$ cat config.mk
export PLATFORM = sky130hd
export DESIGN_NAME = mult_arbiter
export DESIGN_NICKNAME = d
export VERILOG_FILES = /design/src/rtl/mult_arbiter.sv
export SDC_FILE = /design/constraint.sdc
export NUM_CORES = 1
export LEC_CHECK = 0
export CAP_MARGIN = 0
export CORE_MARGIN = 2
export CORE_UTILIZATION = 30
export DETAILED_ROUTE_END_ITERATION = 16
export PLACE_DENSITY = 0.71
export RECOVER_POWER = 25
export REMOVE_ABC_BUFFERS = 1
export SLEW_MARGIN = 20
export SYNTH_ARGS = -nofsm -noshare
export SYNTH_HDL_FRONTEND = slang
export SYNTH_SLANG_ARGS = --single-unit
$ cat constraint.sdc
create_clock -name clk -period 1.9 [get_ports clk]
set_input_delay 0.19 -clock clk [delete_from_list [all_inputs] [get_ports clk]]
set_output_delay 0.19 -clock clk [all_outputs]
set_load 0.05 [all_outputs]
$ cat src/rtl/mult_arbiter.sv
// Round-robin front end that lets NREQ requesters share one serial 16x16 multiplier.
// One operation is outstanding at a time; a stalled multiplier is cut off by a wait timeout.
module mult_arbiter #(
  parameter int unsigned NREQ    = 4,
  parameter int unsigned IDW     = $clog2(NREQ),
  parameter int unsigned TIMEOUT = 32
) (
  input  logic                 clk,
  input  logic                 reset,
  input  logic [NREQ-1:0]      req_valid,
  input  logic [NREQ*16-1:0]   req_a,
  input  logic [NREQ*16-1:0]   req_b,
  output logic [NREQ-1:0]      req_ready,
  output logic [15:0]          mul_in1,
  output logic [15:0]          mul_in2,
  output logic                 mul_start,
  input  logic [31:0]          mul_out,
  input  logic                 mul_done,
  output logic                 rsp_valid,
  output logic [IDW-1:0]       rsp_id,
  output logic [31:0]          rsp_data,
  output logic                 rsp_err,
  input  logic                 rsp_ready,
  output logic                 busy
);

  localparam int unsigned OPW = 16;
  localparam int unsigned TW  = 8;

  typedef enum logic [1:0] {
    S_IDLE,
    S_ISSUE,
    S_WAIT,
    S_RESP
  } state_t;

  state_t          state;
  logic [IDW-1:0]  ptr;
  logic [TW-1:0]   timer;
  logic            win_found;
  logic [IDW-1:0]  win_id;
  logic [OPW-1:0]  sel_a;
  logic [OPW-1:0]  sel_b;

  // First requesting index at or above ptr, wrapping past NREQ-1.
  always_comb begin : arbitrate
    int unsigned idx;
    win_found = 1'b0;
    win_id    = '0;
    idx       = 0;
    for (int unsigned i = 0; i < NREQ; i++) begin
      idx = (32'(ptr) + i) % NREQ;
      if (!win_found && req_valid[IDW'(idx)]) begin
        win_found = 1'b1;
        win_id    = IDW'(idx);
      end
    end
  end

  always_comb begin : operand_mux
    sel_a = '0;
    sel_b = '0;
    for (int unsigned i = 0; i < NREQ; i++) begin
      if (win_id == IDW'(i)) begin
        sel_a = req_a[i*OPW +: OPW];
        sel_b = req_b[i*OPW +: OPW];
      end
    end
  end

  // Accept strobe is combinational so the requester sees it in the grant cycle.
  always_comb begin : grant
    req_ready = '0;
    if (reset && (state == S_IDLE) && win_found) begin
      req_ready[win_id] = 1'b1;
    end
  end

  always_ff @(posedge clk) begin : fsm
    if (!reset) begin
      state     <= S_IDLE;
      ptr       <= '0;
      timer     <= '0;
      mul_in1   <= '0;
      mul_in2   <= '0;
      mul_start <= 1'b0;
      rsp_valid <= 1'b0;
      rsp_id    <= '0;
      rsp_data  <= '0;
      rsp_err   <= 1'b0;
      busy      <= 1'b0;
    end else begin
      case (state)
        S_IDLE: begin
          if (win_found) begin
            mul_in1   <= sel_a;
            mul_in2   <= sel_b;
            rsp_id    <= win_id;
            mul_start <= 1'b1;
            busy      <= 1'b1;
            state     <= S_ISSUE;
          end
        end
        S_ISSUE: begin
          mul_start <= 1'b0;
          timer     <= '0;
          state     <= S_WAIT;
        end
        S_WAIT: begin
          // A completion in the last allowed cycle still beats the timeout.
          if (mul_done) begin
            rsp_data  <= mul_out;
            rsp_err   <= 1'b0;
            rsp_valid <= 1'b1;
            state     <= S_RESP;
          end else if (timer == TW'(TIMEOUT - 1)) begin
            rsp_data  <= '0;
            rsp_err   <= 1'b1;
            rsp_valid <= 1'b1;
            state     <= S_RESP;
          end else begin
            timer <= timer + 1'b1;
          end
        end
        S_RESP: begin
          if (rsp_ready) begin
            rsp_valid <= 1'b0;
            busy      <= 1'b0;
            ptr       <= (rsp_id == IDW'(NREQ - 1)) ? '0 : rsp_id + 1'b1;
            state     <= S_IDLE;
          end
        end
        default: begin
          state <= S_IDLE;
        end
      endcase
    end
  end

endmodule
# After elaboration in Yosys (flattened, before gate mapping)
# Index checks and enable logic that the tools add are counted.
op_classes:
  addsub: 5
  magnitude_cmp: 6
  n_eq_ne: 13
  mux: 46
  n_reduce_logical: 24
ops:
  columns: ["cell", "count"]
  rows:
  - ["$mux 16", 8]
  - ["$mux 32", 2]
  - ["$mux 2", 9]
  - ["$mux 8", 2]
  - ["$pmux 8 s2", 1]
  - ["$lt 2x3->1 const B", 5]
  - ["$mux 1", 14]
  - ["$reduce_and 3->1", 4]
  - ["$eq 2x2->1 const B", 5]
  - ["$reduce_bool 2->1", 5]
  - ["$add 8x1->8 const B", 1]
  - ["$bmux 1 s2", 4]
  - ["$eq 8x5->1 const B", 1]
  - ["$ne 2x2->1 const B", 4]
  - ["$pmux 2 s4", 1]
  - ["$reduce_and 2->1", 4]
  - ["$logic_and 1x1->1", 6]
  - ["$pmux 1 s2", 3]
  - ["$add 2x1->2 const B", 2]
  - ["$add 2x2->2 const B", 2]
  - ["$eq 2x1->1 const B", 2]
  - ["$logic_not 2->1", 2]
  - ["$mux 4", 1]
  - ["$logic_not 1->1", 3]
  - ["other kinds (3)", 3]
word_totals:
  register_bits: 82
  input_bits: 168
  output_inout_bits: 74
  wordCells: 105

# Depth between registers and ports, before layout
logic_depth:
  ltp_word: 17
  mapped_depth: 9
  ltp_nobuf: 7

# Least setup slack after synthesis
# OpenSTA, ideal clock, no wires.
synth_path:
  kind: "register to output"
  startpoint: "register ptr[1]"
  endpoint: "output port req_ready[1]"
  arrival_time_ps: 1953
  t_required_ps: 1710
  slack_ps: -243
  path_stages_with_launch: 8
  n_path_buf: 2
  path_cell_list: "dfxtp_1 -> mux2i_1 -> nor2_1 -> nor3_2 -> buf_6 -> buf_4 -> inv_2 -> nor2_1"
synth_between:
  elab_chain_len: 17
  elab_cells_between_ends: 32
  cone_classes: "add/sub: 3; order compare: 2; mux: 19; reduce/logical: 8"
synth_rtl:
  columns: ["item", "line", "rtl"]
  rows:
  - ["start: declaration", "38", "logic [IDW-1:0] ptr;"]
  - ["start signal: assignment", "129", "ptr <= (rsp_id == IDW'(NREQ - 1)) ? '0 : rsp_id + 1'b1;"]
  - ["parallel branches: the longest is 16 deep, another holds $lt 2x3->1", null, null]
  - ["$mux 4 (*)", "74", "if (reset && (state == S_IDLE) && win_found) begin"]
  - ["end: declaration", "13", "output logic [NREQ-1:0] req_ready,"]
# Mark *: on every way between the ends. The select of a mux whose other input is x is not followed.

# Worst setup path in the final report
layout_path:
  startpoint: "register ptr[1]"
  endpoint: "output port req_ready[0]"
# The elaborated chain is that of the path after synthesis.

==> impl_metrics.toml <==
[status]
status = "complete, no violations"

[global_route]
grt_overflow = 0
grt_usage = 0.190
grt_pass1_vias = 4196
grt_max_degree = 47
antenna_found_initial = 1
grt_pass1_wl_um = 20300

[clocking]
root_buffer = "clkbuf_16"
cts-htree-levels = 3
tritoncts = "built"
insertion_delay_ns = 0.33
cts_sinks = 82
path_clk_slew_ns = 0.06
numCtsBuffers = 9
hold_buffers = 0
cts_max_path_buffers = 2

[synth]
synth_cell_types = 36
synthArstFlopShare = 0
seq_area_frac_synth = 0.428
syn_area_um2 = 3840
syn_inst = 415
yosysTopAreaCellShare = 0.428
synth_area_leader_cell = "dfxtp_1"
synth-seq-cells = 82
synth-edff-count = 0
syn_area_per_cell_um2 = 9.24
yosys_warnings = 0
synth_ff_type = "dfxtp_1"
synth_area_leaders = "dfxtp_1, mux2i_1, o221ai_1, a22oi_1, nor2_1"

[setup_path]
cpMaxStageDelayCell = "dfxtp_4"
setup.worst_path.class = "flop to output port"
r2r_slack_ns = 0.14
crit_path_end_kind = "output port"
cpPeakStageDelay_ns = 0.39
start_kind = "flop"
crit_arrival_ns = 1.69
crit_path_max_fanout = 7
path_cells = "a21oi_2 -> o21a_1 -> o22ai_2 -> nand2_2 -> buf_12 -> nor2_4 -> buf_8"
cp.required_ns = 1.71

[floorplan]
die-area_um2 = 13700
dieHeight_um = 117
fp-row-count = 41
io_pins = 242
fp.coreArea_um2 = 12600
die_w_um = 117
start_util = 0.305

[timing]
slew_violations = 0
finalCritPeriodShare = 0.990
max_slew_margin = 0.640
fin_setup_tns_ns = 0
hold_viol_final = 0
skew_ns = 0.00702
hold_slack_ns = 0.467
min_period_ns = 1.88
rsz0062_at_grt = "true"
setup_viol = 0
tightest_slew_ns = 0.538
setup_slack_ns = 0.0198
max_freq_ghz = 0.532

[detailed_routing]
drt-initial-drc-count = 132
viasPerCell = 4.88
vias = 4205
wl_um = 13800
antenna_left = 0
drt_first_pass_iters = 4
wire_per_inst_um = 16.0
remaining_drc_errors = 0

[pwr]
irDropWorstVdd_uv = 493
internal_power_w = 0.00466
p_leak_nw = 2.76
seq_power_share = 0.295
p_switching_w = 0.00317
comb_power_share = 0.487
clkPwrFrac = 0.218
power_density_nw_per_um2 = 1080
switching_share = 0.405

[min_path]
min_path_type = "flop to flop"

[placement]
placed_area_um2 = 6710
portBuffers = 241
hpwl_um = 10400
gp_congestion = 0.860
pre_cts_ws_ns = -0.172

[finish]
nFillCells = 1122
nets = 860
fin_area_um2 = 7230
drive_gt1_frac = 0.142
area_growth_pct = 88.4
diodes = 0

[flow_run]
cap_viol_max_count = 0
## cells in the final DEF, fill, tap and decap left out, types with 2 or more instances in the layout
| cell type | netlist | routed |
|---|---|---|
| inv_2 | 1 | 3 |
| nor2_2 | 0 | 2 |
| dlygate4sd2_1 | 0 | 4 |
| dfxtp_1 | 82 | 80 |
| nand3_1 | 2 | 2 |
| nand2_1 | 44 | 43 |
| nor2_4 | 0 | 5 |
| o21ai_0 | 4 | 4 |
| buf_6 | 1 | 2 |
| nand2b_1 | 5 | 2 |
| clkinvlp_4 | 0 | 3 |
| o2111ai_1 | 2 | 2 |
| clkbuf_8 | 0 | 3 |
| and2_1 | 3 | 3 |
| nor2b_1 | 2 | 2 |
| nand3b_1 | 2 | 2 |
| buf_8 | 0 | 3 |
| buf_12 | 0 | 9 |
| clkbuf_16 | 0 | 9 |
| a21oi_1 | 18 | 15 |
| mux2i_1 | 67 | 66 |
| clkdlybuf4s50_1 | 0 | 233 |
| a22oi_1 | 32 | 32 |
| a21oi_2 | 1 | 3 |
| ha_1 | 7 | 5 |
| nand2b_4 | 0 | 3 |
| nor2_1 | 56 | 49 |
| buf_4 | 5 | 40 |
| nor3_1 | 4 | 4 |
| o221ai_1 | 32 | 32 |
| inv_1 | 6 | 4 |
| o21a_1 | 2 | 2 |
## cell families (layout without fill, tap and decap cells)
| kind of cell | Yosys count | after routing | synth area share |
|---|---|---|---|
| simple gates | 122 | 122 | 0.135 |
| compound gates | 97 | 97 | 0.187 |
| flops | 82 | 82 | 0.428 |
| mux | 67 | 67 | 0.175 |
| buf+inv | 39 | 314 | 0.0502 |
| fa+ha+maj | 7 | 7 | 0.0228 |
| xor+xnor | 1 | 1 | 0.00228 |
## power groups by stage
stage / sequential [W] / clock (W) / combinational, W
after detailed placement: 0.00234 / 0 / 0.00369
after global placement: 0.00232 / 0 / 0.00363
final: 0.00231 / 0.00171 / 0.00382
after global routing: 0.00236 / 0.00183 / 0.00403
after floorplan: 0.00354 / 0 / 0.000922
after CTS: 0.00231 / 0.00176 / 0.00379
## cells in the mapped netlist (all sizes together) (3+ instances only)
| cell type | number |
|---|---|
| nor2 | 56 |
| inv | 7 |
| ha | 7 |
| nand2 | 44 |
| buf | 23 |
| o21ai | 5 |
| mux2i | 67 |
| clkbuf | 9 |
| dfxtp | 82 |
| nor3 | 5 |
| and2 | 3 |
| o221ai | 32 |
| nand2b | 5 |
| a21oi | 19 |
| a22oi | 32 |
## sequential cells by signal, indices dropped and copies added (netlist names)
signal and cells:
rsp_id 2, busy 1, ptr 2, timer 8, mul_start 1, rsp_err 1
rsp_data 32, mul_in1 16, rsp_valid 1, mul_in2 16, state 2
## worst paths after layout
path | from | end | depth (start not counted)
hold reg to reg | mul_in1[9] | mul_in1[9] | 2
setup reg to reg | ptr[1] | mul_in1[10] | 8
setup / recovery | ptr[1] | req_ready[0] | 7
hold / removal | mul_in1[9] | mul_in1[9] | 2
## through the flow
step	util	cells	power, W
finish	0.575	862	0.00783
global route	0.575	862	0.00822
CTS	0.567	858	0.00786
detailed placement	0.534	838	0.00603
global placement	0.534	838	0.00595
floorplan	-	383	0.00446
## metal layers
metal  track usage  wire [um]  up-vias
li1              -          -     2049
met1         0.196       5200     1957
met2         0.363       7160      173
met3        0.0525       1130       24
met4        0.0714        318        2
met5             0         16        -
## what timing repair did
action	CTS	global route
pin swaps	2	6
gates resized for setup	26	19
setup endpoints to repair	4	46
setup buffers	4	4
## layout make-up
cell class	count	area (um^2)	area share
Tap cell	172	215	0.0298
Inverter	7	26.3	0.00364
Timing Repair Buffer	291	2920	0.403
Clock buffer	13	270	0.0374
Clock inverter	3	22.5	0.00312
Multi-Input combinational cell	294	2130	0.295
Sequential cell	82	1650	0.228
## worst max-delay path: cells and delay by family, from the launching register on
family,cells,cell delay [ns]
buffers and inverters,2,0.30
flip-flops,1,0.39
AO/OA/AOI/OAI,3,0.47
AND/OR/NAND/NOR,2,0.21
(Power assumes the default switching activity.)
